File: config.mk
export PLATFORM = sky130hd
export DESIGN_NAME = alu_mc
export DESIGN_NICKNAME = d
export VERILOG_FILES = /design/src/rtl/alu_pkg.sv /design/src/rtl/alu_mul_iter.sv /design/src/rtl/alu_mc.sv
export SDC_FILE = /design/constraint.sdc
export NUM_CORES = 1
export LEC_CHECK = 0
export ABC_AREA = 1
export BUFFER_PORTS_ARGS = -buffer_cell sky130_fd_sc_hd__buf_4
export CAP_MARGIN = 20
export CORE_ASPECT_RATIO = 1.4
export CORE_UTILIZATION = 65
export CTS_CLUSTER_SIZE = 30
export DETAILED_ROUTE_END_ITERATION = 10
export PLACE_DENSITY = 0.9
export REMOVE_ABC_BUFFERS = 1
export SLEW_MARGIN = 20
export SYNTH_ARGS = -nofsm -noshare
export SYNTH_HDL_FRONTEND = slang
export SYNTH_HIERARCHICAL = 1
export SYNTH_SLANG_ARGS = --single-unit
File: constraint.sdc
create_clock -name clk -period 2.5 [get_ports clk]
set_input_delay 0.5 -clock clk [delete_from_list [all_inputs] [get_ports clk]]
set_output_delay 0.5 -clock clk [all_outputs]
set_load 0.05 [all_outputs]
File: src/rtl/alu_pkg.sv
// Shared opcodes, FSM state type, flag indices and flag-enable masks for alu_mc.
// Also provides the nibble saturating-add helper used by PADDSB.
package alu_pkg;

  localparam logic [3:0] OP_ADD    = 4'h0;
  localparam logic [3:0] OP_SUB    = 4'h1;
  localparam logic [3:0] OP_XOR    = 4'h2;
  localparam logic [3:0] OP_RED    = 4'h3;
  localparam logic [3:0] OP_SLL    = 4'h4;
  localparam logic [3:0] OP_SRA    = 4'h5;
  localparam logic [3:0] OP_ROR    = 4'h6;
  localparam logic [3:0] OP_PADDSB = 4'h7;
  localparam logic [3:0] OP_LW     = 4'h8;
  localparam logic [3:0] OP_SW     = 4'h9;
  localparam logic [3:0] OP_MUL    = 4'hA;

  typedef enum logic [1:0] {
    ST_IDLE,
    ST_EXEC,
    ST_DONE
  } alu_state_e;

  localparam int unsigned FLG_N = 2;
  localparam int unsigned FLG_Z = 1;
  localparam int unsigned FLG_V = 0;

  localparam logic [2:0] FEN_ARITH = 3'b111;
  localparam logic [2:0] FEN_ZONLY = 3'b010;
  localparam logic [2:0] FEN_NONE  = 3'b000;
  localparam logic [2:0] FEN_MUL   = 3'b010;

  // Signed 4-bit add clamped to [-8,7]; overflow shows as bit4 != bit3 of the 5-bit sum.
  function automatic logic [3:0] sat_add4(input logic [3:0] a, input logic [3:0] b);
    logic [4:0] s;
    s = {a[3], a} + {b[3], b};
    if (s[4] != s[3]) return s[4] ? 4'h8 : 4'h7;
    return s[3:0];
  endfunction

endpackage

File: src/rtl/alu_mul_iter.sv
// Iterative shift-add multiplier: one conditional add per cycle over WIDTH cycles,
// producing the low WIDTH bits of i_a*i_b. o_done pulses for one cycle when finished.
module alu_mul_iter #(
  parameter int unsigned WIDTH = 16
) (
  input  logic             clk,
  input  logic             rst_n,
  input  logic             i_start,
  input  logic [WIDTH-1:0] i_a,
  input  logic [WIDTH-1:0] i_b,
  output logic             o_busy,
  output logic             o_done,
  output logic [WIDTH-1:0] o_prod
);

  localparam int unsigned CNTW = $clog2(WIDTH + 1);

  logic [WIDTH-1:0] r_a;
  logic [WIDTH-1:0] r_b;
  logic [WIDTH-1:0] r_acc;
  logic [CNTW-1:0]  r_cnt;
  logic             r_busy;
  logic             r_done;

  always_ff @(posedge clk or negedge rst_n) begin
    if (!rst_n) begin
      r_a    <= '0;
      r_b    <= '0;
      r_acc  <= '0;
      r_cnt  <= '0;
      r_busy <= 1'b0;
      r_done <= 1'b0;
    end else if (i_start) begin
      r_a    <= i_a;
      r_b    <= i_b;
      r_acc  <= '0;
      r_cnt  <= CNTW'(WIDTH);
      r_busy <= 1'b1;
      r_done <= 1'b0;
    end else if (r_busy) begin
      if (r_b[0]) r_acc <= r_acc + r_a;
      r_a   <= r_a << 1;
      r_b   <= r_b >> 1;
      r_cnt <= r_cnt - 1'b1;
      if (r_cnt == CNTW'(1)) begin
        r_busy <= 1'b0;
        r_done <= 1'b1;
      end
    end else begin
      r_done <= 1'b0;
    end
  end

  assign o_busy = r_busy;
  assign o_done = r_done;
  assign o_prod = r_acc;

endmodule

File: src/rtl/alu_mc.sv
// Multi-cycle ALU with valid/ready handshake, registered result/flag_en and N/Z/V flag register.
// Optional iterative multiplier on opcode A when ALU_MUL_EN is defined.
module alu_mc
  import alu_pkg::*;
#(
  parameter int unsigned WIDTH = 16,
  parameter int unsigned SHW   = $clog2(WIDTH)
) (
  input  logic             clk,
  input  logic             rst_n,
  input  logic             in_valid,
  output logic             in_ready,
  input  logic [3:0]       opcode,
  input  logic [WIDTH-1:0] op_a,
  input  logic [WIDTH-1:0] op_b,
  output logic             out_valid,
  input  logic             out_ready,
  output logic [WIDTH-1:0] result,
  output logic [2:0]       flag_en,
  output logic [2:0]       flags
);

  alu_state_e       r_state;
  alu_state_e       w_state_nx;
  logic [WIDTH-1:0] r_result;
  logic [2:0]       r_flag_en;
  logic [2:0]       r_flags;
  logic             r_v;

  logic             w_accept;
  logic             w_handoff;
  logic             w_is_mul;
  logic             w_mul_busy;
  logic             w_mul_done;
  logic             w_mul_fin;
  logic [WIDTH-1:0] w_mul_prod;

  logic [SHW-1:0]   w_sh;
  logic [SHW:0]     w_rsh;
  logic [WIDTH-1:0] w_add;
  logic [WIDTH-1:0] w_sub;
  logic [WIDTH-1:0] w_sra;
  logic [WIDTH-1:0] w_red;
  logic [WIDTH-1:0] w_padd;
  logic             w_add_v;
  logic             w_sub_v;
  logic [WIDTH-1:0] w_res;
  logic [2:0]       w_fen;
  logic             w_v;
  logic [2:0]       w_new_flags;

  assign w_sh    = op_b[SHW-1:0];
  assign w_rsh   = (SHW+1)'(WIDTH) - {1'b0, w_sh};
  assign w_add   = op_a + op_b;
  assign w_sub   = op_a - op_b;
  assign w_sra   = $signed(op_a) >>> w_sh;
  assign w_add_v = (op_a[WIDTH-1] == op_b[WIDTH-1]) && (w_add[WIDTH-1] != op_a[WIDTH-1]);
  assign w_sub_v = (op_a[WIDTH-1] != op_b[WIDTH-1]) && (w_sub[WIDTH-1] != op_a[WIDTH-1]);

  always_comb begin
    w_red = '0;
    for (int unsigned i = 0; i < WIDTH / 8; i++) begin
      w_red = w_red + WIDTH'($signed(op_a[i*8 +: 8])) + WIDTH'($signed(op_b[i*8 +: 8]));
    end
  end

  always_comb begin
    w_padd = '0;
    for (int unsigned i = 0; i < WIDTH / 4; i++) begin
      w_padd[i*4 +: 4] = sat_add4(op_a[i*4 +: 4], op_b[i*4 +: 4]);
    end
  end

  always_comb begin
    w_res = op_a | op_b;
    w_fen = FEN_NONE;
    w_v   = 1'b0;
    case (opcode)
      OP_ADD:    begin w_res = w_add;  w_fen = FEN_ARITH; w_v = w_add_v; end
      OP_SUB:    begin w_res = w_sub;  w_fen = FEN_ARITH; w_v = w_sub_v; end
      OP_XOR:    begin w_res = op_a ^ op_b; w_fen = FEN_ZONLY; end
      OP_RED:    begin w_res = w_red;  w_fen = FEN_ZONLY; end
      OP_SLL:    begin w_res = op_a << w_sh; w_fen = FEN_ZONLY; end
      OP_SRA:    begin w_res = w_sra;  w_fen = FEN_ZONLY; end
      // Shifting by WIDTH yields zero, so a rotate of 0 degenerates to op_a.
      OP_ROR:    begin w_res = (op_a >> w_sh) | (op_a << w_rsh); w_fen = FEN_ZONLY; end
      OP_PADDSB: begin w_res = w_padd; w_fen = FEN_ZONLY; end
      OP_LW,
      OP_SW:     begin w_res = w_add;  w_fen = FEN_NONE; end
      default:   begin w_res = op_a | op_b; w_fen = FEN_NONE; end
    endcase
  end

`ifdef ALU_MUL_EN
  assign w_is_mul = (opcode == OP_MUL);

  alu_mul_iter #(
    .WIDTH (WIDTH)
  ) u_mul (
    .clk     (clk),
    .rst_n   (rst_n),
    .i_start (w_accept && w_is_mul),
    .i_a     (op_a),
    .i_b     (op_b),
    .o_busy  (w_mul_busy),
    .o_done  (w_mul_done),
    .o_prod  (w_mul_prod)
  );
`else
  assign w_is_mul   = 1'b0;
  assign w_mul_busy = 1'b0;
  assign w_mul_done = 1'b0;
  assign w_mul_prod = '0;
`endif

  always_comb begin
    w_state_nx = r_state;
    in_ready   = 1'b0;
    out_valid  = 1'b0;
    case (r_state)
      ST_IDLE: begin
        in_ready = 1'b1;
        if (in_valid) w_state_nx = w_is_mul ? ST_EXEC : ST_DONE;
      end
      ST_EXEC: begin
        if (w_mul_done && !w_mul_busy) w_state_nx = ST_DONE;
      end
      ST_DONE: begin
        out_valid = 1'b1;
        in_ready  = out_ready;
        if (out_ready) begin
          if (in_valid) w_state_nx = w_is_mul ? ST_EXEC : ST_DONE;
          else          w_state_nx = ST_IDLE;
        end
      end
      default: w_state_nx = ST_IDLE;
    endcase
  end

  assign w_accept  = in_valid && in_ready;
  assign w_handoff = (r_state == ST_DONE) && out_ready;
  assign w_mul_fin = (r_state == ST_EXEC) && w_mul_done && !w_mul_busy;

  always_comb begin
    w_new_flags        = '0;
    w_new_flags[FLG_N] = r_result[WIDTH-1];
    w_new_flags[FLG_Z] = (r_result == '0);
    w_new_flags[FLG_V] = r_v;
  end

  always_ff @(posedge clk or negedge rst_n) begin
    if (!rst_n) r_state <= ST_IDLE;
    else        r_state <= w_state_nx;
  end

  // Flags commit the outgoing result while a same-edge accept overwrites it.
  always_ff @(posedge clk or negedge rst_n) begin
    if (!rst_n) begin
      r_result  <= '0;
      r_flag_en <= FEN_NONE;
      r_v       <= 1'b0;
      r_flags   <= '0;
    end else begin
      if (w_handoff) r_flags <= (r_flags & ~r_flag_en) | (w_new_flags & r_flag_en);
      if (w_accept && !w_is_mul) begin
        r_result  <= w_res;
        r_flag_en <= w_fen;
        r_v       <= w_v;
      end else if (w_mul_fin) begin
        r_result  <= w_mul_prod;
        r_flag_en <= FEN_MUL;
        r_v       <= 1'b0;
      end
    end
  end

  assign result  = r_result;
  assign flag_en = r_flag_en;
  assign flags   = r_flags;

endmodule

==> run metrics, run 1 <==
number of global-route vias before repair 12,770; average instance area after synthesis 5.44 µm²; routability congestion estimate from global placement 1.16; number of unique standard cell types used by synthesis 47; Placed Cells incl. Taps 1,656; number of synthesized flops with an enable pin 0; number of sinks handled by clock tree synthesis 23; status did not finish; Clk Tree Root Cell sky130_fd_sc_hd__clkbuf_16; maximum clock insertion buffer count 2; TritonCTS buffer count 3; hold-fix buffer count after cts 0; sequential share of the synthesized area 7.96%; total gr overflow ~360; detailed-placement wirelength estimate approximately 25,000 µm; CTS H-tree lvls 1; Last stage global routing; Mapped Cells 1,330; error message [ERROR GRT-0116] Global routing finished with congestion. Check the congestion regions in the DRC Viewer.; first-pass GRT wire length 75,900 µm; overall track demand over capacity in global routing between 80% and 90%; initial core utilization 66.9%; area after detailed placement 8890 µm²; worst slack at placement -0.924 ns; FFs w/ async S/R, synth 100%; die boundary width between 90 and 100 µm; synthesized cell area 7230 µm²; Ports 64; post-synthesis register bit count 23; Ys Warns 6; most common flop cell mapped by yosys sky130_fd_sc_hd__dfrtp_1; standard-cell rows 45; pin count of the biggest net entering global routing 32; Port Buffers 63; floorplan die height roughly 130 µm
[cell usage after synthesis, types with 2 or more instances]
cell type | n | area (µm²)
sky130_fd_sc_hd__nand2_1 | 485 | 1820
sky130_fd_sc_hd__buf_6 | 5 | 56.3
sky130_fd_sc_hd__nand2_2 | 9 | 56.3
sky130_fd_sc_hd__dfrtp_1 | 23 | 576
sky130_fd_sc_hd__and2_1 | 5 | 31.3
sky130_fd_sc_hd__nand3_1 | 205 | 1030
sky130_fd_sc_hd__fa_1 | 22 | 440
sky130_fd_sc_hd__inv_2 | 2 | 7.51
sky130_fd_sc_hd__nor3_1 | 5 | 25.0
sky130_fd_sc_hd__a31oi_1 | 3 | 18.8
sky130_fd_sc_hd__nand3b_1 | 5 | 37.5
sky130_fd_sc_hd__clkbuf_1 | 9 | 33.8
sky130_fd_sc_hd__ha_1 | 61 | 763
sky130_fd_sc_hd__buf_4 | 7 | 52.6
sky130_fd_sc_hd__clkinv_1 | 2 | 7.51
sky130_fd_sc_hd__a21boi_0 | 2 | 15.0
sky130_fd_sc_hd__xor2_1 | 4 | 35.0
sky130_fd_sc_hd__nor2_1 | 102 | 383
sky130_fd_sc_hd__o21ai_1 | 21 | 105
sky130_fd_sc_hd__nand4_1 | 16 | 100
sky130_fd_sc_hd__o21ai_0 | 48 | 240
sky130_fd_sc_hd__nor4_1 | 4 | 25.0
sky130_fd_sc_hd__nor2_2 | 5 | 31.3
sky130_fd_sc_hd__o211ai_1 | 3 | 22.5
sky130_fd_sc_hd__mux2_2 | 2 | 22.5
sky130_fd_sc_hd__inv_4 | 2 | 12.5
sky130_fd_sc_hd__or2_2 | 2 | 12.5
sky130_fd_sc_hd__nand2_4 | 2 | 22.5
sky130_fd_sc_hd__a21oi_1 | 58 | 290
sky130_fd_sc_hd__o21bai_1 | 4 | 30.0
sky130_fd_sc_hd__o2111ai_1 | 2 | 17.5
sky130_fd_sc_hd__buf_2 | 26 | 130
sky130_fd_sc_hd__inv_1 | 164 | 616
sky130_fd_sc_hd__o22ai_1 | 2 | 12.5
[timing repair]
action                                 4_1_cts
pin swaps                                   67
buffers inserted                             3
resized for setup                          110
setup endpoints to repair                   16
endpoints found under the hold margin        0
[per-stage QoR]
| step | hold slack [ns] | util (%) |
|---|---|---|
| after floorplan | 0.204 | - |
| after CTS | 0.140 | 87.0 |
| after detailed placement | 0.413 | 82.3 |
| after global placement | 0.412 | 82.3 |
[routing by layer]
metal  track usage (%)  overflow
met2               103       242
met4              86.8       108
met3              64.5         2
met1              81.5         3
met5              21.1         1
[kinds of logic after synthesis]
kind of cell | synth area share (%)
flip-flops | 7.96
XOR/XNOR | 1.09
AO/OA/AOI/OAI | 11.1
buffers and inverters | 13.0
AND/OR/NAND/NOR | 49.9
adder cells (fa/ha/maj) | 16.6
multiplexers | 0.311
==> run 2: changes to the inputs <==
--- a/config.mk
+++ b/config.mk
@@ -8,11 +8,9 @@
 export ABC_AREA = 1
 export BUFFER_PORTS_ARGS = -buffer_cell sky130_fd_sc_hd__buf_4
 export CAP_MARGIN = 20
-export CORE_ASPECT_RATIO = 1.4
-export CORE_UTILIZATION = 65
-export CTS_CLUSTER_SIZE = 30
+export CORE_UTILIZATION = 40
 export DETAILED_ROUTE_END_ITERATION = 10
-export PLACE_DENSITY = 0.9
+export PLACE_DENSITY_LB_ADDON = 0.15
 export REMOVE_ABC_BUFFERS = 1
 export SLEW_MARGIN = 20
 export SYNTH_ARGS = -nofsm -noshare
==> run 2 against run 1 <==
Net effect: synthesized cell count unchanged; the flow now finishes, with violations (negative setup slack); synthesized area stayed put.
==> run metrics, run 2 <==
status finished with violations; violations in the final reports negative setup slack; number of unique standard cell types used by synthesis 47; die boundary width approximately 140 µm; biggest area contributors in the synthesized netlist sky130_fd_sc_hd__nand2_1, sky130_fd_sc_hd__nand3_1, sky130_fd_sc_hd__ha_1; Internal Pwr Total between 2 and 2.5 mW; iteration count of the initial detailed-routing pass 6; Achievable Freq 354 MHz; Worst Max-Slew Pin Slew 0.644 ns; endpoint kind of the worst setup timing path flop; floorplan die height 136 µm; number of synthesized flops with an enable pin 0; Routed WL 36,200 µm; number of sinks handled by clock tree synthesis 23; sequential share of the synthesized area 7.96%; worst-case headroom to the max-slew limit 57.0%; TritonCTS buffer count 3; overall track demand over capacity in global routing 39.7%; hold-fix buffer count after cts 0; post-synthesis register bit count 23; Clk pin slew, worst setup/hold paths 0.07 ns; Synth top area share approximately a quarter; last element of the critical path result[3]$_DFFE_PN0P_; setup repair after global routing missed its margin true; Max-cap violations 0; routability congestion estimate from global placement 1.03; worst min-delay path class in2async; r2r setup slk a little over 0.9 ns; CP Launch Type input pin; clock insertion delay at the later pin of the skew report around 0.27 ns; Crit Path Category in2reg; average instance area after synthesis 5.44 µm²; area after detailed placement between 9000 and 10,000 µm²; R2R depth 8; fraction of layout instances using a drive strength above 1 roughly 27%; worst-path cell chain buf_8 > inv_4 > fa_1 > fa_1 > inv_2 > ha_4 > fa_2 > or2_4 > a31oi_1 > nand3_1 > nor2_1 > nand3_1 > nand2_1 > nand2_1; Req. time, crit path 2.66 ns; fin. max-slew vios 0; commonest cells after routing, fill and taps aside sky130_fd_sc_hd__nand2_1, sky130_fd_sc_hd__buf_4, sky130_fd_sc_hd__nand3_1; most common cell after layout, fill and taps aside sky130_fd_sc_hd__nand2_1; total gr overflow 0; beginning of the worst register-to-register path r_state[1]$_DFFE_PN0P_; post-route design area 10,300 µm²; switching power 2.27 mW; largest vdd supply drop between 300 and 400 µV; detailed-placement wirelength estimate 29,500 µm; CP startpoint op_b[1]; FFs w/ async S/R, synth 100%; # diodes 0; # nets final ~1,700; total number of vias about 10,000; power per unit of standard cell area about 430 nW/µm²; ratio of final minimum period to clock period 113%; slowest cell on the critical path sky130_fd_sc_hd__fa_1; standard-cell rows 48; cell depth of the worst setup path 14; crit-path max cell delay between 0.5 and 0.6 ns; synthesized cell area ~7200 µm²; Ys Warns 6; average via count per standard cell 5.48; Worst Clk Skew roughly 0.014 ns; Core Footprint 17,500 µm²; part of the power in combinational logic ~80%; TritonCTS clock tree done; WP buf/inv 3; initial core utilization 41.4%; maximum clock insertion buffer count 2; number of fillers in the final layout 1,850; area grow syn2layout 42.1%; DR DRC count 0; total leakage power 5.64 nW; Setup TNS Final -3.94 ns; biggest fanout along the worst timing path 3; pin count of the biggest net entering global routing 32; proportion of power drawn by flip-flops and latches a little under an eighth; number of antenna-violating nets in the routed design 0; first-pass GRT wire length 54,100 µm; number of global-route vias before repair between 9,000 and 10,000; CTS H-tree lvls 1; area leader, netlist sky130_fd_sc_hd__nand2_1; hold violation total from the final report 0; switching part of the total 51.9%; most frequent cells after synthesis sky130_fd_sc_hd__nand2_1, sky130_fd_sc_hd__nand3_1, sky130_fd_sc_hd__inv_1; Setup WS post-layout -0.328 ns; kind of cell adding the most delay to the critical path adder cells; worst hold slack 0.123 ns; average wire length per cell after detail routing between 15 and 20 µm; arrival time worst endpoint between 2 and 3 ns; Die Area 18,600 µm²; most frequent cell after synthesis sky130_fd_sc_hd__nand2_1; worst slack at placement -0.899 ns; Clk network pwr share 8.3%; end of the worst register-to-register path result[0]$_DFFE_PN0P_; final setup violating endpoints 14; Clk Tree Root Cell sky130_fd_sc_hd__clkbuf_16; Util after Layout 58.8%; most common flop cell mapped by yosys sky130_fd_sc_hd__dfrtp_1; number of antenna violations at the first check in global routing 0; Mapped Cells around 1,300; final critical path time including I/O delays and setup approximately 2.8 ns; Ports 64; Port Buffers 63; initial DRC count 756
-- run 2: cell counts after synthesis --
No cell type changed its count.
-- run 2: cell families (layout without fill, tap and decap cells) --
logic type	Yosys count	in the layout	share of synthesized area, %
xor+xnor	6	6	1.09
buf+inv	219	484	13.0
mux	2	2	0.311
simple gates	849	849	49.9
fa+ha+maj	83	83	16.6
compound gates	148	148	11.1
flops	23	23	7.96
-- run 2: timing repair --
action / in CTS / in global routing
resized for setup: 125 / 40
pin swaps: 64 / 42
setup endpoints to repair: 17 / 17
buffers inserted: 11 / 5
-- run 2: cell type report --
type | count | area [µm²] | area share, %
Multi-Input combinational cell | 1088 | 6190 | 60.2
Timing Repair Buffer | 310 | 2460 | 24.0
Inverter | 170 | 686 | 6.67
Sequential cell | 23 | 576 | 5.60
Tap cell | 225 | 282 | 2.74
Clock buffer | 3 | 75.1 | 0.731
Clock inverter | 1 | 5.00 | 0.0487
-- run 2: metal layers --
| metal | vias to the layer above | track usage (%) | routed length [µm] |
|---|---|---|---|
| met2 | 478 | 65.1 | 16200 |
| met1 | 4574 | 49.8 | 14900 |
| met3 | 122 | 6.67 | 2990 |
| met5 | - | 0 | 0 |
| li1 | 4795 | - | - |
| met4 | 0 | 19.9 | 2120 |
-- run 2: how the worst min path moves through the flow --
stage | from | endpoint | slack [ns] | cells past startpoint
final | rst_n | result[0]$_DFFE_PN0P_ | 0.12 | 1
after global placement | rst_n | result[0]$_DFFE_PN0P_ | 0.42 | 1
after CTS | rst_n | result[0]$_DFFE_PN0P_ | 0.14 | 1
after global routing | rst_n | result[0]$_DFFE_PN0P_ | 0.15 | 1
after detailed placement | rst_n | result[0]$_DFFE_PN0P_ | 0.43 | 1
after floorplan | rst_n | async pin | 0.20 | 0
-- run 2: worst reg2reg max path, cell delays in order, from the launching register on --
cell and delay, ns:
sky130_fd_sc_hd__dfrtp_1 0.41, sky130_fd_sc_hd__nand2_1 0.10, sky130_fd_sc_hd__nand2_1 0.28, sky130_fd_sc_hd__clkinv_1 0.15
sky130_fd_sc_hd__buf_4 0.23, sky130_fd_sc_hd__nand2_1 0.10, sky130_fd_sc_hd__inv_1 0.04, sky130_fd_sc_hd__nand2_1 0.11
sky130_fd_sc_hd__nand2_1 0.07
-- run 2: power by group through the flow --
stage | Sequential (mW) | Clock [mW] | Combinational, mW
after floorplan | 0.729 | 0 | 1.30
after global placement | 0.505 | 0 | 2.86
after detailed placement | 0.507 | 0 | 2.86
after CTS | 0.499 | 0.364 | 3.30
after global routing | 0.508 | 0.379 | 3.77
final | 0.502 | 0.366 | 3.52
-- run 2: stage by stage --
stage | instances | power, mW
CTS | 1816 | 4.17
global route | 1820 | 4.65
finish | 1820 | 4.38
global placement | 1801 | 3.37
detailed placement | 1801 | 3.37
floorplan | 1281 | 2.03
(Power assumes the default switching activity.)
